`config.mk`:
```
export PLATFORM = sky130hd
export DESIGN_NAME = mem_bus_arbiter_flat
export DESIGN_NICKNAME = d
export VERILOG_FILES = /design/src/rtl/mem_bus_pkg.sv /design/src/rtl/mem_bus_arbiter_if.sv /design/src/rtl/mem_bus_rr_pick.sv /design/src/rtl/mem_bus_arbiter.sv /design/src/flat_wrapper.sv
export SDC_FILE = /design/constraint.sdc
export NUM_CORES = 1
export LEC_CHECK = 0
export BUFFER_PORTS_ARGS = -buffer_cell sky130_fd_sc_hd__buf_4
export CAP_MARGIN = 5
export CORE_AREA = 2 2 120 122
export DETAILED_ROUTE_END_ITERATION = 12
export DIE_AREA = 0 0 122 124
export PLACE_DENSITY_LB_ADDON = 0.12
export SETUP_SLACK_MARGIN = 0.02
export SLEW_MARGIN = 20
export SYNTH_ARGS = -nofsm -noshare
export SYNTH_HDL_FRONTEND = slang
export SYNTH_SLANG_ARGS = --single-unit
export TNS_END_PERCENT = 100
```
`constraint.sdc`:
```
create_clock -name i_clk -period 1.9 [get_ports i_clk]
set_clock_uncertainty 0.05 [all_clocks]
set_input_delay 0.095 -clock i_clk [delete_from_list [all_inputs] [get_ports i_clk]]
set_output_delay 0.095 -clock i_clk [all_outputs]
set_load 0.02 [all_outputs]
```
`src/rtl/mem_bus_pkg.sv`:
```
// ============================================================================
// Module   : mem_bus_pkg
// Purpose  : Shared types and constants for the two-port memory bus arbiter.
// Revision : 1.0 - initial release
// ============================================================================
`default_nettype none

package mem_bus_pkg;

   typedef enum logic [1:0] {
      ST_IDLE  = 2'd0,
      ST_BUSY0 = 2'd1,
      ST_BUSY1 = 2'd2
   } state_e;

   typedef struct packed {
      logic        instr;
      logic [31:0] addr;
      logic [31:0] wdata;
      logic [3:0]  wstrb;
   } req_t;

   localparam logic [31:0] c_err_rdata = 32'hDEAD_BEEF;

endpackage

`default_nettype wire

```
`src/rtl/mem_bus_arbiter_if.sv`:
```
// ============================================================================
// Module   : mem_bus_arbiter_if
// Purpose  : Bundles both requester ports and the downstream memory bus.
// Revision : 1.0 - initial release
// ============================================================================
`default_nettype none

interface mem_bus_arbiter_if;

   logic        i_m0_valid;
   logic        i_m0_instr;
   logic [31:0] i_m0_addr;
   logic [31:0] i_m0_wdata;
   logic [3:0]  i_m0_wstrb;
   logic        o_m0_ready;
   logic [31:0] o_m0_rdata;

   logic        i_m1_valid;
   logic        i_m1_instr;
   logic [31:0] i_m1_addr;
   logic [31:0] i_m1_wdata;
   logic [3:0]  i_m1_wstrb;
   logic        o_m1_ready;
   logic [31:0] o_m1_rdata;

   logic        o_mem_valid;
   logic        o_mem_instr;
   logic [31:0] o_mem_addr;
   logic [31:0] o_mem_wdata;
   logic [3:0]  o_mem_wstrb;
   logic        i_mem_ready;
   logic [31:0] i_mem_rdata;

   logic [1:0]  o_grant;
   logic        o_timeout;

   // Arbiter side
   modport slave (
      input  i_m0_valid, i_m0_instr, i_m0_addr, i_m0_wdata, i_m0_wstrb,
      output o_m0_ready, o_m0_rdata,
      input  i_m1_valid, i_m1_instr, i_m1_addr, i_m1_wdata, i_m1_wstrb,
      output o_m1_ready, o_m1_rdata,
      output o_mem_valid, o_mem_instr, o_mem_addr, o_mem_wdata, o_mem_wstrb,
      input  i_mem_ready, i_mem_rdata,
      output o_grant, o_timeout
   );

   // Requester / memory side
   modport master (
      output i_m0_valid, i_m0_instr, i_m0_addr, i_m0_wdata, i_m0_wstrb,
      input  o_m0_ready, o_m0_rdata,
      output i_m1_valid, i_m1_instr, i_m1_addr, i_m1_wdata, i_m1_wstrb,
      input  o_m1_ready, o_m1_rdata,
      input  o_mem_valid, o_mem_instr, o_mem_addr, o_mem_wdata, o_mem_wstrb,
      output i_mem_ready, i_mem_rdata,
      input  o_grant, o_timeout
   );

endinterface

`default_nettype wire

```
`src/rtl/mem_bus_rr_pick.sv`:
```
// ============================================================================
// Module   : mem_bus_rr_pick
// Purpose  : Two-input one-hot picker, round-robin or port-0 fixed priority.
// Revision : 1.0 - initial release
// ============================================================================
`default_nettype none

module mem_bus_rr_pick #(
   parameter int PRIORITY_MODE = 0
) (
   input  logic [1:0] i_req,
   input  logic       i_last_served,   // 1 = port 1 was served last
   output logic [1:0] o_grant
);

   always_comb begin
      o_grant = i_req;
      if (i_req == 2'b11) begin
         if ((PRIORITY_MODE != 0) || i_last_served) begin
            o_grant = 2'b01;
         end else begin
            o_grant = 2'b10;
         end
      end
   end

endmodule

`default_nettype wire

```
`src/rtl/mem_bus_arbiter.sv`:
```
// ============================================================================
// Module   : mem_bus_arbiter
// Purpose  : Shares one native valid/ready memory bus between two requesters,
//            with grant locking and a stall watchdog.
// Revision : 1.0 - initial release
// ============================================================================
`default_nettype none

module mem_bus_arbiter
   import mem_bus_pkg::*;
#(
   parameter int          PRIORITY_MODE  = 0,
   parameter int unsigned TIMEOUT_CYCLES = 256,
   parameter logic [31:0] ERR_RDATA      = c_err_rdata
) (
   input  logic              i_clk,
   input  logic              i_resetn,
   mem_bus_arbiter_if.slave  bus
);

   localparam int c_wdog_w = (TIMEOUT_CYCLES > 0) ? $clog2(TIMEOUT_CYCLES + 1) : 1;
   localparam logic [c_wdog_w-1:0] c_wdog_max = c_wdog_w'(TIMEOUT_CYCLES);

   state_e                state_q, state_d;
   req_t                  mem_req_q, mem_req_d;
   logic                  last_served_q, last_served_d;
   logic [c_wdog_w-1:0]   wdog_q, wdog_d;
   logic                  timeout_q, timeout_d;

   req_t                  w_req0, w_req1;
   logic [1:0]            w_pick;
   logic                  w_busy, w_expire, w_done;
   logic                  w_m0_ready, w_m1_ready;
   logic [31:0]           w_rdata;

   assign w_req0 = '{instr: bus.i_m0_instr, addr: bus.i_m0_addr,
                     wdata: bus.i_m0_wdata, wstrb: bus.i_m0_wstrb};
   assign w_req1 = '{instr: bus.i_m1_instr, addr: bus.i_m1_addr,
                     wdata: bus.i_m1_wdata, wstrb: bus.i_m1_wstrb};

   mem_bus_rr_pick #(
      .PRIORITY_MODE (PRIORITY_MODE)
   ) u_pick (
      .i_req         ({bus.i_m1_valid, bus.i_m0_valid}),
      .i_last_served (last_served_q),
      .o_grant       (w_pick)
   );

   // The watchdog saturates at TIMEOUT_CYCLES; that cycle is the forced completion.
   assign w_busy     = (state_q != ST_IDLE);
   assign w_expire   = (TIMEOUT_CYCLES != 0) && w_busy && !bus.i_mem_ready && (wdog_q == c_wdog_max);
   assign w_done     = w_busy && (bus.i_mem_ready || w_expire);
   assign w_rdata    = bus.i_mem_ready ? bus.i_mem_rdata : ERR_RDATA;
   assign w_m0_ready = (state_q == ST_BUSY0) && w_done;
   assign w_m1_ready = (state_q == ST_BUSY1) && w_done;

   always_comb begin
      state_d       = state_q;
      mem_req_d     = mem_req_q;
      last_served_d = last_served_q;
      wdog_d        = wdog_q;
      timeout_d     = timeout_q;
      case (state_q)
         ST_IDLE: begin
            wdog_d = '0;
            if (w_pick[0]) begin
               state_d   = ST_BUSY0;
               mem_req_d = w_req0;
            end else if (w_pick[1]) begin
               state_d   = ST_BUSY1;
               mem_req_d = w_req1;
            end
         end
         ST_BUSY0, ST_BUSY1: begin
            if (w_done) begin
               state_d       = ST_IDLE;
               last_served_d = (state_q == ST_BUSY1);
               wdog_d        = '0;
               timeout_d     = timeout_q | w_expire;
            end else if (wdog_q != c_wdog_max) begin
               wdog_d = wdog_q + c_wdog_w'(1);
            end
         end
         default: state_d = ST_IDLE;
      endcase
   end

   always_ff @(posedge i_clk or negedge i_resetn) begin
      if (!i_resetn) begin
         state_q       <= ST_IDLE;
         mem_req_q     <= '0;
         last_served_q <= 1'b1;
         wdog_q        <= '0;
         timeout_q     <= 1'b0;
      end else begin
         state_q       <= state_d;
         mem_req_q     <= mem_req_d;
         last_served_q <= last_served_d;
         wdog_q        <= wdog_d;
         timeout_q     <= timeout_d;
      end
   end

   assign bus.o_mem_valid = w_busy;
   assign bus.o_mem_instr = mem_req_q.instr;
   assign bus.o_mem_addr  = mem_req_q.addr;
   assign bus.o_mem_wdata = mem_req_q.wdata;
   assign bus.o_mem_wstrb = mem_req_q.wstrb;
   assign bus.o_grant     = {state_q == ST_BUSY1, state_q == ST_BUSY0};
   assign bus.o_timeout   = timeout_q;
   assign bus.o_m0_ready  = w_m0_ready;
   assign bus.o_m1_ready  = w_m1_ready;
   assign bus.o_m0_rdata  = w_m0_ready ? w_rdata : 32'h0;
   assign bus.o_m1_rdata  = w_m1_ready ? w_rdata : 32'h0;

endmodule

`default_nettype wire

```
`src/flat_wrapper.sv`:
```
// flat-port wrapper written by rule: the top's interface ports become plain ports
module mem_bus_arbiter_flat import mem_bus_pkg::*;
#(
   parameter int          PRIORITY_MODE  = 0,
   parameter int unsigned TIMEOUT_CYCLES = 256,
   parameter logic [31:0] ERR_RDATA      = c_err_rdata
)
  (i_clk, i_resetn, bus_i_m0_valid, bus_i_m0_instr, bus_i_m0_addr, bus_i_m0_wdata, bus_i_m0_wstrb, bus_o_m0_ready, bus_o_m0_rdata, bus_i_m1_valid, bus_i_m1_instr, bus_i_m1_addr, bus_i_m1_wdata, bus_i_m1_wstrb, bus_o_m1_ready, bus_o_m1_rdata, bus_o_mem_valid, bus_o_mem_instr, bus_o_mem_addr, bus_o_mem_wdata, bus_o_mem_wstrb, bus_i_mem_ready, bus_i_mem_rdata, bus_o_grant, bus_o_timeout);
  mem_bus_arbiter_if bus_i ();
  input  logic i_clk;
  input  logic i_resetn;
  input wire logic [$bits(bus_i.i_m0_valid)-1:0] bus_i_m0_valid;
  input wire logic [$bits(bus_i.i_m0_instr)-1:0] bus_i_m0_instr;
  input wire logic [$bits(bus_i.i_m0_addr)-1:0] bus_i_m0_addr;
  input wire logic [$bits(bus_i.i_m0_wdata)-1:0] bus_i_m0_wdata;
  input wire logic [$bits(bus_i.i_m0_wstrb)-1:0] bus_i_m0_wstrb;
  output wire logic [$bits(bus_i.o_m0_ready)-1:0] bus_o_m0_ready;
  output wire logic [$bits(bus_i.o_m0_rdata)-1:0] bus_o_m0_rdata;
  input wire logic [$bits(bus_i.i_m1_valid)-1:0] bus_i_m1_valid;
  input wire logic [$bits(bus_i.i_m1_instr)-1:0] bus_i_m1_instr;
  input wire logic [$bits(bus_i.i_m1_addr)-1:0] bus_i_m1_addr;
  input wire logic [$bits(bus_i.i_m1_wdata)-1:0] bus_i_m1_wdata;
  input wire logic [$bits(bus_i.i_m1_wstrb)-1:0] bus_i_m1_wstrb;
  output wire logic [$bits(bus_i.o_m1_ready)-1:0] bus_o_m1_ready;
  output wire logic [$bits(bus_i.o_m1_rdata)-1:0] bus_o_m1_rdata;
  output wire logic [$bits(bus_i.o_mem_valid)-1:0] bus_o_mem_valid;
  output wire logic [$bits(bus_i.o_mem_instr)-1:0] bus_o_mem_instr;
  output wire logic [$bits(bus_i.o_mem_addr)-1:0] bus_o_mem_addr;
  output wire logic [$bits(bus_i.o_mem_wdata)-1:0] bus_o_mem_wdata;
  output wire logic [$bits(bus_i.o_mem_wstrb)-1:0] bus_o_mem_wstrb;
  input wire logic [$bits(bus_i.i_mem_ready)-1:0] bus_i_mem_ready;
  input wire logic [$bits(bus_i.i_mem_rdata)-1:0] bus_i_mem_rdata;
  output wire logic [$bits(bus_i.o_grant)-1:0] bus_o_grant;
  output wire logic [$bits(bus_i.o_timeout)-1:0] bus_o_timeout;
  assign bus_i.i_m0_valid = bus_i_m0_valid;
  assign bus_i.i_m0_instr = bus_i_m0_instr;
  assign bus_i.i_m0_addr = bus_i_m0_addr;
  assign bus_i.i_m0_wdata = bus_i_m0_wdata;
  assign bus_i.i_m0_wstrb = bus_i_m0_wstrb;
  assign bus_o_m0_ready = bus_i.o_m0_ready;
  assign bus_o_m0_rdata = bus_i.o_m0_rdata;
  assign bus_i.i_m1_valid = bus_i_m1_valid;
  assign bus_i.i_m1_instr = bus_i_m1_instr;
  assign bus_i.i_m1_addr = bus_i_m1_addr;
  assign bus_i.i_m1_wdata = bus_i_m1_wdata;
  assign bus_i.i_m1_wstrb = bus_i_m1_wstrb;
  assign bus_o_m1_ready = bus_i.o_m1_ready;
  assign bus_o_m1_rdata = bus_i.o_m1_rdata;
  assign bus_o_mem_valid = bus_i.o_mem_valid;
  assign bus_o_mem_instr = bus_i.o_mem_instr;
  assign bus_o_mem_addr = bus_i.o_mem_addr;
  assign bus_o_mem_wdata = bus_i.o_mem_wdata;
  assign bus_o_mem_wstrb = bus_i.o_mem_wstrb;
  assign bus_i.i_mem_ready = bus_i_mem_ready;
  assign bus_i.i_mem_rdata = bus_i_mem_rdata;
  assign bus_o_grant = bus_i.o_grant;
  assign bus_o_timeout = bus_i.o_timeout;
  mem_bus_arbiter #(.PRIORITY_MODE(PRIORITY_MODE), .TIMEOUT_CYCLES(TIMEOUT_CYCLES), .ERR_RDATA(ERR_RDATA)) u_core (.i_clk(i_clk), .i_resetn(i_resetn), .bus(bus_i));
endmodule
```
After elaboration in Yosys (flattened, before gate mapping)
Index checks and enable logic that the tools add are counted.
Widths: inputs -> output; s select.

storage, ports and cells
  output and inout bits = 139
  memories = 0
  memory bits (read-only) = 0
  register bits = 82
  logic and storage cells = 48
  input bits = 175
  RAM bits = 0
  bits in latches = 0

operators by class
  bitwise gates (word level) = 1
  add/sub/neg operators = 1
  $lt $le $gt $ge = 0
  eq/ne operators = 8
  $mul = 0
  muxes and demuxes = 14
  divide/modulo/power cells = 0
  shift-type cells = 0
  reductions and logical operators = 16

operators by type and width
  kind                 number
  $mux 69              2
  $mux 32              3
  $mux 9               2
  $pmux 9 s2           1
  $mux 2               5
  $add 9x1->9 const B  1
  $eq 9x9->1 const B   1
  $ne 9x9->1 const B   1
  $reduce_and 2->1     4
  $reduce_bool 2->1    3
  $logic_and 1x1->1    5
  $eq 2x2->1 const B   2
  $pmux 2 s2           1
  $ne 3x1->1 const B   1
  $ne 3x3->1 const B   1
  $eq 2x1->1 const B   1
  $logic_not 2->1      1
  $ne 2x1->1 const B   1
  $reduce_or 2->1      1
  $logic_not 1->1      1
  $logic_or 1x1->1     1
  $or 1x1->1           1

Depth between registers and ports, before layout
  depth after elaboration = 7
  mapped depth = 8
  gate-level depth less buffers = 6

Modules after synthesis
A second synthesis with hierarchy kept.

second synthesis, totals
  cell total of the unflattened synthesis = 498
  area total of the unflattened synthesis = 4,470.5 µm²

modules (own cells, without submodules)
  module           area each (µm²)  seq. area each (µm²)  times used  cells an instance
  mem_bus_arbiter  4,451.8          2,053.2               1           495
  mem_bus_rr_pick  18.8             0.0                   1           3

Worst setup path before layout
Ideal clock, no wire load.

  kind = register to output
  from = register u_core.wdog_q[0]
  to = output bus_o_m1_rdata[22]
  path slack = -0.043 ns
  data required time = 1.755 ns
  arrival = 1.798 ns
  cell stages (with the launch flop) = 8
  path buffers = 1
  cell sequence = dfrtp_1 -> inv_1 -> ha_1 -> nor4bb_4 -> a21o_4 -> nand3_4 -> buf_6 -> nor2_1

on the way
  longest elaborated chain between the ends = 6

ends and longest elaborated chain
  item                    line                    source
  start, declared         mem_bus_arbiter.sv:27   logic [c_wdog_w-1:0] wdog_q, wdog_d;
  start signal, assigned  mem_bus_arbiter.sv:99   wdog_q <= wdog_d;
  $eq 9x9->1              mem_bus_arbiter.sv:51   assign w_expire = (TIMEOUT_CYCLES != 0) && w_busy && !bus.i_mem_ready && (wdog_q == c_wdog_max);
  $logic_and 1x1->1       mem_bus_arbiter.sv:51
  $logic_or 1x1->1        mem_bus_arbiter.sv:52   assign w_done = w_busy && (bus.i_mem_ready || w_expire);
  $logic_and 1x1->1       mem_bus_arbiter.sv:52
  $logic_and 1x1->1       mem_bus_arbiter.sv:55   assign w_m1_ready = (state_q == ST_BUSY1) && w_done;
  $mux 32                 mem_bus_arbiter.sv:114  assign bus.o_m1_rdata = w_m1_ready ? w_rdata : 32'h0;
  end, declared           flat_wrapper.sv:25      output wire logic [$bits(bus_i.o_m1_rdata)-1:0] bus_o_m1_rdata;

No other way between the ends.

Final worst setup path
  from = register u_core.wdog_q[1]
  to = output bus_o_m0_rdata[25]

on the way
  longest elaborated chain between the ends = 6

ends and longest elaborated chain
  item               line                    source
  $eq 9x9->1         mem_bus_arbiter.sv:51
  $logic_and 1x1->1  mem_bus_arbiter.sv:51
  $logic_or 1x1->1   mem_bus_arbiter.sv:52
  $logic_and 1x1->1  mem_bus_arbiter.sv:52
  $logic_and 1x1->1  mem_bus_arbiter.sv:54   assign w_m0_ready = (state_q == ST_BUSY0) && w_done;
  $mux 32            mem_bus_arbiter.sv:113  assign bus.o_m0_rdata = w_m0_ready ? w_rdata : 32'h0;
  end, declared      flat_wrapper.sv:18      output wire logic [$bits(bus_i.o_m0_rdata)-1:0] bus_o_m0_rdata;

No other way between the ends.

==> impl_metrics.toml <==
[outcome]
status = "complete, but fails checks"
violations = "setup timing"

[logic_synthesis]
yosys-top-cells-area = "dfrtp_1 (44%), mux2i_1 (15%), o21ai_0 (8.0%)"
yosysTopAreaCell = "dfrtp_1"
synth.top_cell.area_share_pct = 43.9
ys_warn_count = 0
synth.yosys.seq_area_share_pct = 44.5
synth_flop_cell = "dfrtp_1"
async_reset_ff_share_pct = 100
synth-edff-count = 0
syn-num-nets = 681
yosysUniqueCellTypes = 38
syn_area_um2 = 4610
netlist_instances = 500
synth_area_per_cell_um2 = 9.23
yosys_register_bits = 82

[setup_path]
critPathRequiredTime_ns = 1.75
path_max_fanout = 8
slowest_stage = "dfrtp_1"
crit_type = "flip-flop to output pin"
worstPathCellList = "inv_2, ha_4, nor4bb_4, a21o_4, nand3_4, clkbuf_16, nor2_2, buf_6"
cp-end-kind = "output pin"
critPathBufInv = 3
reg2reg_setup_slack_ns = 0.02
start_kind = "flip-flop"
ff2ff_path_depth = 8
path_delay_family = "simple AND/OR/NAND/NOR gates"
cp.arrival_ns = 2.01
crit_end = "bus_o_m0_rdata[25]"
slowest_delay_ns = 0.39
startpoint = "u_core.wdog_q[1]"
timing.rr.end = "u_core.wdog_q[3]"
cp_num_cells = 8
r2r-start = "u_core.wdog_q[1]"

[finish]
fin_cells = 1042
syn2layout_area_growth_pct = 86.1
finalNetCount = 1038
finish.instance_area_um2 = 8590
final_cell_mix = "buf_4 (297), nand2_1 (87), dfrtp_1 (81)"
final_util_pct = 62.6
diodes = 0
final_common_cell = "buf_4"
drive_gt1_share_pct = 52.7
fillers = 1153

[detailed_routing]
routed_wl_mm = 16.1
vias_per_cell = 4.68
routedWlPerCell_um = 15.5
drtPass1Iterations = 4
ant_nets = 0
drc = 0
vias = 4880
drtIter0Drc = 161

[clock_network]
cts_buffers = 9
cts.sinks = 82
cts_htree_levels = 3
cts-root-buf = "clkbuf_16"
clkTransAtPathRegs_ns = 0.06
clk_latency_ns = 0.33
cts_tree = "built"
clk_path_buf_depth = 2

[place]
place_area_um2 = 7220
pre_cts_ws_ns = -0.0587
gp_congestion = 0.843
portBuffers = 313
place_inst = 976
dp_hpwl_mm = 11.2

[global_route]
grt_pass1_vias = 4695
grt_pass1_wl_mm = 22.9
grt_max_degree = 90
grt_util_all_layers_pct = 19.3
overflow = 0
antenna_found_initial = 0

[timing]
relSlewSlack_pct = 69.1
tightest_slew_ns = 0.464
fmax_mhz = 463
drv_slew = 0
rsz0062_at_grt = "yes"
timing.final.ws_setup_ns = -0.260
period_share_pct = 114
min_period_ns = 2.16
finalHoldViolCount = 0
whs_ns = 0.00604
setup_violations = 66

[floorplanning]
die_h_um = 124
io_pins = 314
dieArea_um2 = 15100
die_width_um = 122
start_util_pct = 33.6
fp-row-count = 43
core_um2 = 13700

[pwr]
leakage_nw = 4.35
vdd.ir_drop.worst_uv = 633
powerDensity_nw_per_um2 = 1330

[job]
maxCapViolations = 0

[hold_path]
min-delay-path-class = "input pin to flip-flop"
[cell usage after synthesis (2+ instances only)]
library cell and n:
nor2_2 29, ha_1 6, a31oi_1 4, buf_4 2, a22o_1 2, and2_1 2, a21oi_1 5, a41oi_1 2
mux2i_1 71, inv_1 11, dfrtp_1 81, and3_1 2, buf_1 2, nand2_1 87, nor2b_1 24, clkbuf_1 15
o22ai_1 3, buf_6 7, nand3_4 2, nor3_1 2, buf_2 10, o21ai_0 74, nor2_1 39, nand3_1 4
[flip-flops by register name (all words and copies together) (netlist names)]
name,count
u_core.bus.o_mem_addr,32
u_core.bus.o_mem_instr,1
u_core.bus.o_mem_wdata,32
u_core.bus.o_mem_wstrb,4
u_core.bus.o_timeout,1
u_core.last_served_q,1
u_core.state_q,2
u_core.wdog_q,9
[routing by layer]
layer	routed length [µm]	up-vias	GRT usage (%)
li1	-	2409	-
met1	6130	2244	22.2
met2	8540	201	35.4
met3	1170	26	4.17
met4	306	0	6.54
met5	0	-	0
[tightest hold or removal path, cell delays in order]
cell and delay, ns:
buf_4 0.08, mux2i_1 0.05, o21ai_0 0.13
[layout make-up]
type                            instances  area, µm²  share of cell area, %
Clock buffer                            9        225                   2.62
Clock inverter                          7        103                   1.19
Inverter                               11       48.8                  0.568
Multi-Input combinational cell        375       2710                   31.6
Sequential cell                        82       2050                   23.9
Tap cell                              180        225                   2.62
Timing Repair Buffer                  378       3220                   37.5
[power breakdown]
part | switching [W] | internal, W
sequential | 0.000448 | 0.00255
combinational | 0.00364 | 0.00288
clock | 0.000731 | 0.00116
[cell families after synthesis]
| kind of cell | after synthesis | share of synthesized area, % |
|---|---|---|
| buffers and inverters | 47 | 5.40 |
| adders and majority gates | 6 | 1.63 |
| DFF | 82 | 44.5 |
| and+or+nand+nor | 195 | 20.7 |
| AOI/OAI and AO/OA | 98 | 12.0 |
| muxes | 72 | 15.7 |
[what timing repair did]
action,4_1_cts,5_1_grt
endpoints found under the hold margin,49,0
gates cloned,4,5
resized for setup,24,104
hold buffers,28,0
pin swaps,6,33
setup endpoints to repair,68,76
buffers inserted,7,8
[through the flow]
step | total power [W] | setup TNS [ns]
floorplan | 0.00617 | 0
global placement | 0.00862 | 0
detailed placement | 0.00873 | -1.01
CTS | 0.0110 | -12.50
global route | 0.0122 | -20.77
finish | 0.0114 | -13.88
[worst min path at each step]
stage | startpoint | cells after the start | end
floorplan | i_resetn | 0 | u_core.bus.o_mem_addr[0]
global placement | i_resetn | 1 | u_core.bus.o_mem_wdata[3]
detailed placement | i_resetn | 1 | u_core.bus.o_mem_wdata[4]
CTS | bus_i_m0_wdata[3] | 3 | u_core.bus.o_mem_wdata[3]
global route | bus_i_m1_wdata[23] | 3 | u_core.bus.o_mem_wdata[23]
finish | bus_i_m1_addr[15] | 3 | u_core.bus.o_mem_addr[15]
No activity file was read; power rests on OpenSTA's default activity.
